===== src/rtl/mel_filter_bank.sv =====
// mel_filter_bank: half-overlapping rectangular MEL bands accumulated over one frame of FFT magnitude bins.
// Build option MEL_SAT_EN: band accumulators saturate at all-ones instead of wrapping.
module mel_filter_bank #(
  parameter int N_FFT         = 256,
  parameter int N_MEL         = 32,
  parameter int DATAIN_WIDTH  = 15,
  parameter int DATAOUT_WIDTH = 16,
  parameter int BIN_W         = $clog2(N_FFT/2)
) (
  input  logic                        clk,
  input  logic                        rst,
  input  logic                        en_sync,
  input  logic                        data_in_valid,
  input  logic                        data_in_sof,
  input  logic [DATAIN_WIDTH-1:0]     data_in,
  input  logic                        edge_wr_en,
  input  logic [$clog2(N_MEL+2)-1:0]  edge_wr_addr,
  input  logic [BIN_W-1:0]            edge_wr_data,
  output logic                        mel_valid,
  output logic [$clog2(N_MEL)-1:0]    mel_idx,
  output logic [DATAOUT_WIDTH-1:0]    mel_value,
  output logic                        frame_done,
  output logic                        frame_abort,
  output logic                        cfg_err
);

  localparam int N_BIN  = N_FFT / 2;
  localparam int N_EDGE = N_MEL + 2;
  localparam int EA_W   = $clog2(N_EDGE);
  localparam int IDX_W  = $clog2(N_MEL);
  localparam int STEP   = N_BIN / N_EDGE;

  typedef enum logic [1:0] {IDLE, RUN, DONE} state_t;
  typedef logic [N_EDGE-1:0][BIN_W-1:0] edge_tbl_t;
  typedef struct packed {
    logic                     last;
    logic [DATAOUT_WIDTH-1:0] acc;
  } lane_t;

  state_t                   state_q, state_d;
  logic [BIN_W-1:0]         bin_cnt_q, bin_cnt_d;
  logic [EA_W-1:0]          band_a_q, band_a_d, band_b_q, band_b_d;
  logic [DATAOUT_WIDTH-1:0] acc_a_q, acc_a_d, acc_b_q, acc_b_d;
  edge_tbl_t                shadow_q, shadow_d, active_q, active_d;
  logic                     cfg_err_q, cfg_err_d;
  logic                     mel_valid_q, mel_valid_d;
  logic [IDX_W-1:0]         mel_idx_q, mel_idx_d;
  logic [DATAOUT_WIDTH-1:0] mel_value_q, mel_value_d;
  logic                     frame_done_q, frame_done_d;
  logic                     frame_abort_q, frame_abort_d;

  edge_tbl_t                tbl;
  logic                     err;
  logic [BIN_W-1:0]         bin;
  logic [EA_W-1:0]          band_a, band_b;
  logic [DATAOUT_WIDTH-1:0] acc_a_in, acc_b_in;
  lane_t                    lane_a, lane_b;
  logic                     sof_go, beat_go;

  function automatic logic [DATAOUT_WIDTH-1:0] acc_add(input logic [DATAOUT_WIDTH-1:0] acc,
                                                       input logic [DATAIN_WIDTH-1:0]  din);
`ifdef MEL_SAT_EN
    logic [DATAOUT_WIDTH:0] sum;
    sum = {1'b0, acc} + {1'b0, DATAOUT_WIDTH'(din)};
    return sum[DATAOUT_WIDTH] ? '1 : sum[DATAOUT_WIDTH-1:0];
`else
    return acc + DATAOUT_WIDTH'(din);
`endif
  endfunction

  function automatic logic table_ok(input edge_tbl_t t);
    logic ok;
    ok = 1'b1;
    for (int k = 1; k < N_EDGE; k++) begin
      if (t[k] <= t[k-1]) ok = 1'b0;
    end
    return ok;
  endfunction

  // One accumulator lane: band m spans E[m] .. E[m+2]-1; once past the last band it stays idle.
  function automatic lane_t lane_step(input logic [EA_W-1:0]          band,
                                      input logic [BIN_W-1:0]         b,
                                      input logic [DATAOUT_WIDTH-1:0] acc,
                                      input logic [DATAIN_WIDTH-1:0]  din,
                                      input edge_tbl_t                t);
    lane_t            res;
    logic             live;
    logic [EA_W-1:0]  lo, hi;
    logic [BIN_W-1:0] start, stop;
    live  = band < EA_W'(N_MEL);
    lo    = live ? band : '0;
    hi    = live ? EA_W'(band + EA_W'(2)) : EA_W'(N_EDGE - 1);
    start = t[lo];
    stop  = BIN_W'(t[hi] - 1'b1);
    res.acc  = acc;
    res.last = 1'b0;
    if (live && b >= start && b <= stop) begin
      res.acc  = (b == start) ? DATAOUT_WIDTH'(din) : acc_add(acc, din);
      res.last = (b == stop);
    end
    return res;
  endfunction

  // A sof beat copies the shadow table first, so that very beat is binned with the new edges.
  always_comb begin
    state_d       = state_q;
    bin_cnt_d     = bin_cnt_q;
    band_a_d      = band_a_q;
    band_b_d      = band_b_q;
    acc_a_d       = acc_a_q;
    acc_b_d       = acc_b_q;
    shadow_d      = shadow_q;
    active_d      = active_q;
    cfg_err_d     = cfg_err_q;
    mel_valid_d   = 1'b0;
    mel_idx_d     = mel_idx_q;
    mel_value_d   = mel_value_q;
    frame_done_d  = 1'b0;
    frame_abort_d = 1'b0;

    sof_go  = en_sync && data_in_valid && data_in_sof;
    beat_go = en_sync && data_in_valid && (data_in_sof || state_q == RUN);

    tbl      = active_q;
    err      = cfg_err_q;
    bin      = bin_cnt_q;
    band_a   = band_a_q;
    band_b   = band_b_q;
    acc_a_in = acc_a_q;
    acc_b_in = acc_b_q;

    if (edge_wr_en && edge_wr_addr <= EA_W'(N_EDGE - 1)) begin
      shadow_d[edge_wr_addr] = edge_wr_data;
    end

    if (sof_go) begin
      tbl           = shadow_q;
      err           = !table_ok(shadow_q);
      active_d      = shadow_q;
      cfg_err_d     = err;
      bin           = '0;
      band_a        = '0;
      band_b        = EA_W'(1);
      acc_a_in      = '0;
      acc_b_in      = '0;
      frame_abort_d = (state_q == RUN);
    end

    lane_a = lane_step(band_a, bin, acc_a_in, data_in, tbl);
    lane_b = lane_step(band_b, bin, acc_b_in, data_in, tbl);

    if (beat_go) begin
      acc_a_d   = lane_a.acc;
      acc_b_d   = lane_b.acc;
      band_a_d  = lane_a.last ? EA_W'(band_a + EA_W'(2)) : band_a;
      band_b_d  = lane_b.last ? EA_W'(band_b + EA_W'(2)) : band_b;
      bin_cnt_d = BIN_W'(bin + 1'b1);
      // Strictly increasing edges never close both lanes on one bin; the A-first order only matters for bad tables, whose output is suppressed.
      if (!err && lane_a.last) begin
        mel_valid_d = 1'b1;
        mel_idx_d   = band_a[IDX_W-1:0];
        mel_value_d = lane_a.acc;
      end else if (!err && lane_b.last) begin
        mel_valid_d = 1'b1;
        mel_idx_d   = band_b[IDX_W-1:0];
        mel_value_d = lane_b.acc;
      end
      if (bin == BIN_W'(N_BIN - 1)) begin
        state_d      = DONE;
        frame_done_d = 1'b1;
      end else begin
        state_d = RUN;
      end
    end else if (state_q == DONE) begin
      state_d = IDLE;
    end

    if (!en_sync) begin
      state_d       = IDLE;
      bin_cnt_d     = '0;
      band_a_d      = '0;
      band_b_d      = EA_W'(1);
      acc_a_d       = '0;
      acc_b_d       = '0;
      mel_valid_d   = 1'b0;
      frame_done_d  = 1'b0;
      frame_abort_d = 1'b0;
    end
  end

  always_ff @(posedge clk) begin
    if (rst) begin
      state_q       <= IDLE;
      bin_cnt_q     <= '0;
      band_a_q      <= '0;
      band_b_q      <= EA_W'(1);
      acc_a_q       <= '0;
      acc_b_q       <= '0;
      cfg_err_q     <= 1'b0;
      mel_valid_q   <= 1'b0;
      mel_idx_q     <= '0;
      mel_value_q   <= '0;
      frame_done_q  <= 1'b0;
      frame_abort_q <= 1'b0;
      for (int k = 0; k < N_EDGE; k++) begin
        shadow_q[k] <= BIN_W'(k * STEP);
        active_q[k] <= BIN_W'(k * STEP);
      end
    end else begin
      state_q       <= state_d;
      bin_cnt_q     <= bin_cnt_d;
      band_a_q      <= band_a_d;
      band_b_q      <= band_b_d;
      acc_a_q       <= acc_a_d;
      acc_b_q       <= acc_b_d;
      cfg_err_q     <= cfg_err_d;
      mel_valid_q   <= mel_valid_d;
      mel_idx_q     <= mel_idx_d;
      mel_value_q   <= mel_value_d;
      frame_done_q  <= frame_done_d;
      frame_abort_q <= frame_abort_d;
      shadow_q      <= shadow_d;
      active_q      <= active_d;
    end
  end

  assign mel_valid   = mel_valid_q;
  assign mel_idx     = mel_idx_q;
  assign mel_value   = mel_value_q;
  assign frame_done  = frame_done_q;
  assign frame_abort = frame_abort_q;
  assign cfg_err     = cfg_err_q;

endmodule


===== config.mk =====
export PLATFORM = sky130hd
export DESIGN_NAME = mel_filter_bank
export DESIGN_NICKNAME = d
export VERILOG_FILES = /design/src/rtl/mel_filter_bank.sv
export SDC_FILE = /design/constraint.sdc
export NUM_CORES = 2
export LEC_CHECK = 0
export BUFFER_PORTS_ARGS = -buffer_cell sky130_fd_sc_hd__clkbuf_2
export CAP_MARGIN = 15
export CORE_MARGIN = 3
export CORE_UTILIZATION = 37
export CTS_BUF_LIST = sky130_fd_sc_hd__clkbuf_16
export CTS_CLUSTER_DIAMETER = 40
export CTS_CLUSTER_SIZE = 20
export DETAILED_ROUTE_END_ITERATION = 8
export MAX_ROUTING_LAYER = met4
export SYNTH_ARGS = -nofsm -noshare
export SYNTH_HDL_FRONTEND = slang
export SYNTH_SLANG_ARGS = --single-unit

===== constraint.sdc =====
create_clock -name clk -period 18.45 [get_ports clk]
set_input_delay 4.6125 -clock clk [delete_from_list [all_inputs] [get_ports clk]]
set_output_delay 4.6125 -clock clk [all_outputs]
set_load 0.005 [all_outputs]

==> flow_metrics.env <==
export IMPL_r2r_start="band_b_q[5]"
export IMPL_place_area_mm2=0.0401
export IMPL_layout_commonest_cell="nand2_1"
export IMPL_path_clk_slew_ns=0.05
export IMPL_critPathArrivalTime_ns=12.82
export IMPL_rsz0062_at_grt="no"
export IMPL_synth_main_ff_cell="dfxtp_1"
export IMPL_drcViolationCount=0
export IMPL_post_cts_buffers=0
export IMPL_comb_power_share_pct=5.9
export IMPL_root_buffer="clkbuf_16"
export IMPL_rows=117
export IMPL_vias=41800
export IMPL_cts_tree="yes"
export IMPL_drt_total_wl_um=197000
export IMPL_use_met1_pct=46.9
export IMPL_period_needed_ns=12.30
export IMPL_fin_crit_sh_pct=66.7
export IMPL_reg2reg_to="band_b_q[4]"
export IMPL_power_frac_clock_pct=59.4
export IMPL_intPower_mw=2.59
export IMPL_yosysWarnings=0
export IMPL_ir_drop_mv=0.0726
export IMPL_grt_antenna_before_repair=10
export IMPL_cts_resized_gates=0
export IMPL_die_h_um=329
export IMPL_vias_per_cell=6.45
export IMPL_track_usage_pct=36.4
export IMPL_die_area_mm2=0.108
export IMPL_synth_area_mm2=0.0387
export IMPL_grt_busiest_layer="met2"
export IMPL_routabilityCongestion=1.08
export IMPL_power_frac_seq_pct=34.7
export IMPL_p_leak_nw=18.7
export IMPL_wl_per_cell_um=30.4
export IMPL_cap_violations=0
export IMPL_grt_overflow_total=0
export IMPL_ys_ff_latch=554
export IMPL_end_kind="flip-flop"
export IMPL_hold_violations=0
export IMPL_syn_inst=5110
export IMPL_port_buffers=58
export IMPL_grt_pass1_wl_um=281000
export IMPL_tns_ns=0
export IMPL_seq_area_frac_synth_pct=28.7
export IMPL_ys_types=99
export IMPL_final_setup_worst_slack_ns=6.15
export IMPL_synth_edf_count=0
export IMPL_dp_slack_ns=5.68
export IMPL_grt_pass1_vias=37900
export IMPL_layout_common_cells="nand2_1 (853), dfxtp_1 (554), nor2_1 (466), a21oi_1 (322), mux2i_1 (305)"
export IMPL_drv_slew=0
export IMPL_avgSynthCellArea_um2=7.57
export IMPL_relSlewSlack_pct=11.2
export IMPL_initial_core_util_pct=37.7
export IMPL_cp_endpoint="band_b_q[4]"
export IMPL_drive_gt1_share_pct=8.99
export IMPL_cts_hold_buf=0
export IMPL_setup_violations=0
export IMPL_clock_skew_ns=0.0513
export IMPL_crit_fanout=147
export IMPL_coreArea_mm2=0.103
export IMPL_syn_to_final_growth_pct=13.7
export IMPL_met3_usage_pct=10.0
export IMPL_reg2regPathDepth=16
export IMPL_grt_max_degree=148
export IMPL_final_area_mm2=0.0440
export IMPL_htree_levels=3
export IMPL_async_flop_share_pct=0
export IMPL_switching_share_pct=26.5
export IMPL_drt_first_pass_iters=7
export IMPL_dp_hpwl_um=143000
export IMPL_required_ns=18.97
export IMPL_antenna_left=0
export IMPL_cts_sinks=554
export IMPL_fmax_mhz=81.3
export IMPL_rrSetupSlack_ns=10.29
export IMPL_run_status="complete, no violations"
export IMPL_drtIter0Drc=6227
export IMPL_hold_class="flip-flop to flip-flop"
export IMPL_clk_latency_ns=0.73
export IMPL_whs_ns=0.449
export IMPL_nNetsFinal=5345
export IMPL_die_w_um=329
export IMPL_start_kind="primary input"
export IMPL_cts_buffers=112
export IMPL_use_met2_pct=51.1
export IMPL_cts_max_path_buffers=3
export IMPL_synth_net_count=5442
export IMPL_crit_type="primary input to flip-flop"
export IMPL_tightest_slew_ns=1.32
export IMPL_p_switching_mw=0.930
export IMPL_ioPinCount=59
export IMPL_p_per_area_mw_per_mm2=79.9
export IMPL_final_util_pct=42.8
export IMPL_cp_startpoint="en_sync"
==> how the worst min path moves through the flow <==
stage | endpoint | from | cells past startpoint
6_report | acc_a_q[10] | acc_a_q[10] | 2
5_1_grt | acc_b_q[10] | acc_b_q[10] | 2
4_1_cts | acc_a_q[0] | acc_a_q[0] | 2
3_5_place_dp | acc_a_q[0] | acc_a_q[0] | 2
3_3_place_gp | acc_a_q[0] | acc_a_q[0] | 2
2_1_floorplan | acc_a_q[0] | acc_a_q[0] | 2
==> flip-flops by register name, summed over array words and instances, names as in the netlist, 5 cells and up <==
register	count
acc_a_q	16
active_q	238
mel_value	16
band_b_q	6
bin_cnt_q	7
shadow_q	238
acc_b_q	16
band_a_q	6
mel_idx	5
==> through the flow <==
step,std cells,power [mW]
floorplan,5110,1.36
global placement,6267,1.44
detailed placement,6267,1.44
CTS,6476,3.52
global route,6484,3.59
finish,6486,3.52
==> cell type report <==
| cell class | count | area (µm²) |
|---|---|---|
| Clock buffer | 115 | 2880 |
| Sequential cell | 554 | 11100 |
| Antenna cell | 10 | 25.0 |
| Multi-Input combinational cell | 3924 | 25200 |
| Fill cell | 10600 | 58800 |
| Clock inverter | 94 | 987 |
| Inverter | 268 | 1010 |
| Timing Repair Buffer | 153 | 1080 |
| Tap cell | 1368 | 1710 |
==> power groups by stage <==
stage	sequential (mW)	combinational, mW	clock (mW)
after CTS	1.22	0.198	2.10
after floorplan	1.24	0.121	0
after global placement	1.24	0.197	0
after detailed placement	1.24	0.197	0
final	1.22	0.206	2.09
after global routing	1.22	0.214	2.15
==> critical path, cell delays in order <==
cell	delay [ns]
clkbuf_2	0.17
nand3_4	0.31
buf_12	0.52
buf_12	0.48
nand2_1	0.27
inv_1	0.11
ha_1	0.13
buf_4	0.34
a21boi_1	0.70
a21oi_1	0.08
a211oi_1	0.33
a211o_1	0.21
o311a_1	0.23
ha_1	0.22
nand3_2	0.10
nor3_2	0.22
xor2_1	0.10
ha_1	0.31
nand2_1	0.11
a2111oi_2	0.40
a31oi_1	0.10
o31ai_2	0.14
nand2_1	0.72
nor4_1	1.14
nand2_1	0.15
a22oi_1	0.25
nor3_1	0.08
==> metal layers <==
| metal | vias up | wire, µm |
|---|---|---|
| met5 | - | 0 |
| met4 | 0 | 13500 |
| met3 | 675 | 23500 |
| met2 | 2671 | 80600 |
| met1 | 20200 | 79700 |
| li1 | 18300 | - |
==> synthesized netlist by cell type, drive strengths merged (63+ instances only) <==
cell / number / area share (%)
a211oi: 132 / 2.6
o211ai: 145 / 2.8
a21oi: 325 / 4.2
inv: 267 / 2.6
clkbuf: 226 / 2.2
ha: 296 / 9.6
nor3: 194 / 2.5
a31oi: 63 / 1.1
nor2: 475 / 4.6
nand2: 859 / 8.3
o21ai: 173 / 2.2
mux2i: 306 / 7.9
buf: 138 / 1.7
dfxtp: 554 / 29
nand3: 184 / 2.4
==> cell families after synthesis <==
| family | count (synthesis) | share of synthesized area, % |
|---|---|---|
| and+or+nand+nor | 2038 | 23.5 |
| adders and majority gates | 298 | 9.67 |
| muxes | 353 | 10.0 |
| AOI/OAI and AO/OA | 1205 | 20.9 |
| buffers and inverters | 632 | 6.53 |
| DFF | 554 | 28.7 |
| xor gates and xnor gates | 30 | 0.679 |
Note: power is estimated with default switching activity, not from simulation.
